File: config.mk
export PLATFORM = sky130hd
export DESIGN_NAME = phi1_phase_lock
export DESIGN_NICKNAME = d
export VERILOG_FILES = /design/src/rtl/phi1_phase_lock.sv
export SDC_FILE = /design/constraint.sdc
export NUM_CORES = 1
export LEC_CHECK = 0
export ABC_AREA = 1
export CAP_MARGIN = 20
export CORE_MARGIN = 2
export CORE_UTILIZATION = 45
export DETAILED_ROUTE_END_ITERATION = 8
export PLACE_DENSITY = 0.69
export SYNTH_ARGS = -nofsm -noshare
export SYNTH_HDL_FRONTEND = slang
export SYNTH_SLANG_ARGS = --single-unit
export TNS_END_PERCENT = 20
File: constraint.sdc
create_clock -name C14M -period 1.25 [get_ports C14M]
set_input_delay 0.25 -clock C14M [delete_from_list [all_inputs] [get_ports C14M]]
set_output_delay 0.25 -clock C14M [all_outputs]
set_load 0.01 [all_outputs]
File: src/rtl/phi1_phase_lock.sv
// PHI1 -> C14M synchronizer, period checker and slot counter for the SDRAM sequencer.
// S is only driven while PHI1 rises exactly PERIOD C14M cycles apart.
module phi1_phase_lock #(
  parameter int PERIOD     = 14,
  parameter int LOCK_COUNT = 4
) (
  input  logic       C14M,
  input  logic       Reset,
  input  logic       PHI1,
  output logic [3:0] S,
  output logic       PHI1Rise,
  output logic       Locked,
  output logic [7:0] ErrCount
);

  localparam logic [4:0] PER  = 5'(PERIOD);
  localparam logic [4:0] LCNT = 5'(LOCK_COUNT);
  localparam logic [4:0] TMO  = 5'd30;

  // sync[0]=P1a, sync[1]=P1b, sync[2]=P1c
  logic [2:0] sync;
  logic       r;
  logic [4:0] cnt;
  logic       seen;
  logic [3:0] good;

  logic       locked_nxt;
  logic [3:0] good_nxt;
  logic [4:0] good_p1;
  logic       err_inc;
  logic [3:0] s_nxt;

  assign r = sync[1] & ~sync[2];

  always_comb begin
    locked_nxt = Locked;
    good_nxt   = good;
    err_inc    = 1'b0;
    good_p1    = {1'b0, good} + 5'd1;
    if (r && seen) begin
      if (cnt == PER) begin
        good_nxt = (good_p1 >= LCNT) ? LCNT[3:0] : good_p1[3:0];
        if (good_p1 >= LCNT) locked_nxt = 1'b1;
      end else begin
        good_nxt = 4'd0;
        if (Locked) begin
          locked_nxt = 1'b0;
          err_inc    = 1'b1;
        end
      end
    end else if (!r && cnt == TMO && Locked) begin
      // cnt moves on to 31 next cycle, so this fires once per silence
      locked_nxt = 1'b0;
      good_nxt   = 4'd0;
      err_inc    = 1'b1;
    end
  end

  always_comb begin
    s_nxt = S;
    if (!locked_nxt)                s_nxt = 4'd0;
    else if (r)                     s_nxt = 4'd1;
    else if (S != 4'd0 && S != 4'd15) s_nxt = S + 4'd1;
  end

  always_ff @(posedge C14M) begin
    if (Reset) begin
      sync     <= '0;
      cnt      <= '0;
      seen     <= 1'b0;
      good     <= '0;
      Locked   <= 1'b0;
      ErrCount <= '0;
      S        <= '0;
      PHI1Rise <= 1'b0;
    end else begin
      sync     <= {sync[1:0], PHI1};
      PHI1Rise <= r;
      cnt      <= r ? 5'd1 : ((cnt == 5'd31) ? cnt : cnt + 5'd1);
      seen     <= seen | r;
      good     <= good_nxt;
      Locked   <= locked_nxt;
      S        <= s_nxt;
      if (err_inc && ErrCount != 8'hFF) ErrCount <= ErrCount + 8'd1;
    end
  end

endmodule
==> results of run 1 <==
worst max-delay path, stage by stage (launching register included):
cell and delay (ns):
dfxtp_2 0.35, buf_6 0.12, ha_4 0.16, inv_4 0.05
nor2_4 0.03, ha_2 0.19, inv_2 0.07, nand2_2 0.07
nor2_2 0.12, xnor2_1 0.13, nor2_1 0.07
cell usage in the layout (no fill, tap or decap), types with 6 or more instances in the layout:
cell type,netlist,final
nand2_1,40,35
buf_4,0,31
inv_1,30,25
nor2_1,22,19
dfxtp_1,27,16
a21oi_1,18,12
nand3_1,17,11
dfxtp_2,0,10
dlygate4sd2_1,0,9
nand2_2,3,7
a21oi_2,0,6
nand3_2,1,6
cells by family (layout without fill, tap and decap cells):
family,count (synthesis),after routing,synth area share (%)
simple gates,94,95,32.8
buf+inv,32,85,8.59
flops,27,27,38.6
compound gates,26,26,9.66
fa+ha+maj,8,8,7.16
xor+xnor,5,5,3.13
metal layers:
metal,vias up,routed length [um]
met5,-,0
met4,0,128
met3,18,108
met2,37,1810
met1,662,1400
li1,721,-
timing repair:
item | 4_1_cts | 5_1_grt
gates cloned | 0 | 1
endpoints found under the setup margin | 36 | 30
buffers inserted | 2 | 7
resized for setup | 26 | 42
pin swaps | 1 | 19
state kept, by name, indices dropped and copies added, names as in the netlist:
signal and cells:
ErrCount 8, cnt 5, S 4, good 4, sync 3, Locked 1, PHI1Rise 1, seen 1
area by class of cell:
| class | instances | area share [%] |
|---|---|---|
| inverters | 30 | 5.58 |
| well taps | 33 | 2.00 |
| repair buffers | 51 | 20.9 |
| flip-flops and latches | 27 | 27.0 |
| multi-input cells | 134 | 43.3 |
| clock buffers | 4 | 1.27 |
report_power, final:
part	internal [mW]	switching [mW]	total (mW)
combinational	0.0491	0.0553	0.104
clock	0.125	0.246	0.371
sequential	0.876	0.0143	0.890
total	1.05	0.315	1.37
path summary, 6_finish.rpt:
check	start	end	slack, ns	cells past startpoint
max	cnt[0]	cnt[3]	-0.20	10
max reg2reg	cnt[0]	cnt[3]	-0.20	10
min	sync[0]	sync[1]	0.42	2
min reg2reg	sync[0]	sync[1]	0.42	2
==> impl_metrics.env, run 1 <==
export IMPL_ioPinCount=17
export IMPL_routedWlPerCell_um=12.3
export IMPL_worst_setup_path_end_kind="register"
export IMPL_syn_inst=192
export IMPL_failed_checks="setup timing"
export IMPL_worstPathArrival_ns=1.68
export IMPL_slew_violations=0
export IMPL_grt_max_degree=18
export IMPL_cts_max_level=1
export IMPL_initial_core_util_pct=46.6
export IMPL_ctsHoldBuffers=0
export IMPL_tns_ns=-2.87
export IMPL_grt_pass1_wl_um=5000
export IMPL_grtUsageTotal_pct=18.2
export IMPL_busiest_layer="met2"
export IMPL_period_share_pct=116
export IMPL_flow_area_growth_from_synthesis_pct=47.5
export IMPL_vias_per_cell=5.15
export IMPL_synthTopCellsByArea="dfxtp_1 39%, nand2_1 11%, inv_1 8.1%, ha_1 7.2%, a21oi_1 6.4%"
export IMPL_globalRouteOverflowTotal=0
export IMPL_layout_cells_non_filler=279
export IMPL_synth_commonest_cells="40 x nand2_1, 30 x inv_1, 27 x dfxtp_1"
export IMPL_synth_edff_count=0
export IMPL_period_needed_ns=1.45
export IMPL_worst_setup_path_start_kind="register"
export IMPL_synth_seq_area_share_pct=38.6
export IMPL_vdd_ir_drop_max_mv=0.462
export IMPL_drive_above_1_share_pct=37.0
export IMPL_cts_root_buf="clkbuf_4"
export IMPL_worstMarginPinSlew_ns=0.246
export IMPL_drc=0
export IMPL_multi_input_area_um2=893
export IMPL_nets=258
export IMPL_hold_viol=0
export IMPL_numCtsBuffers=3
export IMPL_timing_slew_headroom_pct=83.6
export IMPL_dieArea_um2=3570
export IMPL_synth_fp_nets=203
export IMPL_num_antenna_cells=0
export IMPL_yosys_area_top_type="dfxtp_1"
export IMPL_path_clk_slew_ns=0.14
export IMPL_rows=20
export IMPL_synth_area_per_cell_um2=7.29
export IMPL_place_ws_ns=-0.195
export IMPL_power_mw=1.37
export IMPL_synth_top_area_share_pct=38.6
export IMPL_gp_congestion=0.876
export IMPL_fmax_mhz=690
export IMPL_hpwl_um=2390
export IMPL_synth_cell_types=24
export IMPL_syn_area_um2=1400
export IMPL_tritoncts="built"
export IMPL_fillers=247
export IMPL_dr_first_iter_drc_count=62
export IMPL_power_leakage_nw=0.902
export IMPL_die_h_um=59.8
export IMPL_pwr_density_cell_nw_per_um2=662
export IMPL_grt_util_met3_pct=2.38
export IMPL_fin_skew_ns=0.00245
export IMPL_drt_pass1_iterations=4
export IMPL_cp_required_ns=1.48
export IMPL_ys_async_sr_fraction_pct=0
export IMPL_placed_cell_area_um2=1810
export IMPL_gr_usage_met2_pct=30.4
export IMPL_setup_slack_ns=-0.199
export IMPL_whs_ns=0.419
export IMPL_seqCellArea_um2=557
export IMPL_cp_max_fo=3
export IMPL_maxCapViolCount=0
export IMPL_design_area_um2=2060
export IMPL_clock_path_buffers=2
export IMPL_coreArea_um2=3000
export IMPL_grt_use_met1_pct=23.0
export IMPL_die_w_um=59.8
export IMPL_wl_um=3440
export IMPL_synth_most_common_cell="nand2_1"
export IMPL_ant_nets=0
export IMPL_vias=1438
export IMPL_crit_type="reg -> reg"
export IMPL_grt_pass1_vias=1228
export IMPL_grt_antenna_before_repair=0
export IMPL_synth_seq_cells=27
export IMPL_status="finished, violations left"
export IMPL_clk_latency_ns=0.32
export IMPL_finalSetupViolCount=22
export IMPL_port_buffers=16
export IMPL_dp_cells=265
export IMPL_min_path_type="reg -> reg"
export IMPL_rsz0062_at_grt="yes"
export IMPL_cts_sink_count=27
export IMPL_final_util_pct=68.7
export IMPL_ys_flop_type="dfxtp_1"
export IMPL_yosysWarningCount=0
Note: power is estimated with default switching activity, not from simulation.
==> inputs of run 2 (changes only) <==
- MAX_ROUTING_LAYER: unset -> met4
==> run 2 against run 1 <==
  * The flow still finishes with violations (setup timing)
  * Sequential power is essentially flat
  * Non-clock buffer count is the same
  * Worst hold slack is essentially flat
  * Largest cell class unchanged
  * Highest routed layer unchanged
  * Sequential cell count did not move
  * Clock power about the same
  * Critical path type unchanged
  * Core utilization did not move
  * Setup slack improved by 0.0067 ns
==> impl_metrics.env, run 2 (synthesis gave the netlist of run 1 again) <==
export IMPL_rows=20
export IMPL_drt_pass1_iterations=4
export IMPL_rsz0062_at_grt="yes"
export IMPL_routedWlPerCell_um=12.3
export IMPL_cpLargestDelayFamily="flip-flops"
export IMPL_grtUsageTotal_pct=18.8
export IMPL_fillers=247
export IMPL_period_needed_ns=1.44
export IMPL_cp_num_buf_inv=3
export IMPL_worstMarginPinSlew_ns=0.246
export IMPL_clock_path_buffers=2
export IMPL_gp_congestion=0.891
export IMPL_layout_cells_non_filler=279
export IMPL_clk_latency_ns=0.32
export IMPL_globalRouteOverflowTotal=0
export IMPL_tns_ns=-2.81
export IMPL_num_antenna_cells=0
export IMPL_placed_cell_area_um2=1810
export IMPL_r2r_end="cnt[3]"
export IMPL_initial_core_util_pct=46.6
export IMPL_place_ws_ns=-0.195
export IMPL_worstPathArrival_ns=1.67
export IMPL_min_path_type="reg -> reg"
export IMPL_vias=1441
export IMPL_die_w_um=59.8
export IMPL_period_share_pct=115
export IMPL_hold_viol=0
export IMPL_tritoncts="built"
export IMPL_r2r_start="cnt[0]"
export IMPL_ant_nets=0
export IMPL_top_register="ErrCount"
export IMPL_r2r_cells=10
export IMPL_maxCapViolCount=0
export IMPL_path_clk_slew_ns=0.14
export IMPL_dp_cells=265
export IMPL_dieArea_um2=3570
export IMPL_vias_per_cell=5.16
export IMPL_coreArea_um2=3000
export IMPL_pwr_density_cell_nw_per_um2=662
export IMPL_final_cell_mix="35 x nand2_1, 31 x buf_4, 25 x inv_1, 19 x nor2_1, 16 x dfxtp_1"
export IMPL_port_buffers=16
export IMPL_cp_required_ns=1.48
export IMPL_grt_max_degree=18
export IMPL_status="finished, violations left"
export IMPL_worst_setup_path_end_kind="register"
export IMPL_grt_antenna_before_repair=0
export IMPL_cts_sink_count=27
export IMPL_largest_reg_flops=8
export IMPL_flow_area_growth_from_synthesis_pct=47.5
export IMPL_regToRegSetupSlack_ns=-0.19
export IMPL_finalSetupViolCount=22
export IMPL_wl_um=3430
export IMPL_final_util_pct=68.7
export IMPL_drc=0
export IMPL_crit_chain="buf_6 > ha_4 > inv_4 > nor2_4 > ha_2 > inv_2 > nand2_2 > nor2_2 > xnor2_1 > nor2_1"
export IMPL_cts_root_buf="clkbuf_4"
export IMPL_ioPinCount=17
export IMPL_grt_pass1_vias=1227
export IMPL_vdd_ir_drop_max_mv=0.461
export IMPL_fmax_mhz=693
export IMPL_hold_depth=2
export IMPL_max_stage_delay_ns=0.35
export IMPL_cp_depth=10
export IMPL_numCtsBuffers=3
export IMPL_hp_start="sync[0]"
export IMPL_cts_max_level=1
export IMPL_layout_commonest_cell="nand2_1"
export IMPL_cp_max_fo=3
export IMPL_fin_skew_ns=0.00392
export IMPL_worst_setup_path_start_kind="register"
export IMPL_grt_pass1_wl_um=5000
export IMPL_setup_slack_ns=-0.192
export IMPL_die_h_um=59.8
export IMPL_power_leakage_nw=0.902
export IMPL_timing_slew_headroom_pct=83.6
export IMPL_nets=258
export IMPL_design_area_um2=2060
export IMPL_worstHoldEndpoint="sync[1]"
export IMPL_failed_checks="setup timing"
export IMPL_slew_violations=0
export IMPL_largestRegisters="ErrCount (8), cnt (5)"
export IMPL_hpwl_um=2390
export IMPL_dr_first_iter_drc_count=58
export IMPL_cpMaxStageDelayCell="dfxtp_2"
export IMPL_drive_above_1_share_pct=37.0
export IMPL_crit_type="reg -> reg"
[run 2: cell counts in the layout (fill, tap and decap cells not counted)]
No cell type changed its count.
[run 2: worst max path at each step]
stage	endpoint	from	slack (ns)
after floorplan	cnt[3]	cnt[1]	-0.01
after global routing	ErrCount[4]	cnt[0]	-0.25
final	cnt[3]	cnt[0]	-0.19
after global placement	S[2]	cnt[0]	-0.10
after CTS	ErrCount[4]	cnt[0]	-0.20
after detailed placement	S[2]	cnt[0]	-0.20
[run 2: per-stage QoR]
stage	hold WS, ns	power (mW)
4_1_cts	0.424	1.36
3_3_place_gp	0.398	0.980
2_1_floorplan	0.357	0.949
6_report	0.419	1.37
3_5_place_dp	0.405	0.983
5_1_grt	0.443	1.44
[run 2: area by class of cell]
| cell class | instances | area (um2) | share of cell area [%] |
|---|---|---|---|
| Sequential cell | 27 | 557 | 27.0 |
| Inverter | 30 | 115 | 5.58 |
| Tap cell | 33 | 41.3 | 2.00 |
| Timing Repair Buffer | 51 | 430 | 20.9 |
| Clock buffer | 4 | 26.3 | 1.27 |
| Multi-Input combinational cell | 134 | 893 | 43.3 |
[run 2: power by group]
group	leakage [nW]	switching, mW	internal [mW]
sequential	0.224	0.0143	0.876
combinational	0.663	0.0549	0.0491
clock	0.0150	0.247	0.125
[run 2: worst min-delay path, delay by kind of cell, from the launching register on]
family	cells	cell delay (ns)
flip-flops	1	0.32
buffers and inverters	1	0.04
AND/OR/NAND/NOR	1	0.03
[run 2: per-layer routing]
metal	share of wire, %	track usage [%]	up-vias
met5	0	-	-
met4	3.7	8.89	0
met3	3.1	2.38	18
met2	53	30.4	37
met1	40	23.0	665
li1	-	-	721
[run 2: what timing repair did]
action                                  4_1_cts  5_1_grt
pin swaps                                     1       19
setup buffers                                 2        7
resized for setup                            26       42
cloned                                        0        1
hold buffers                                  0        0
endpoints found under the setup margin       36       30
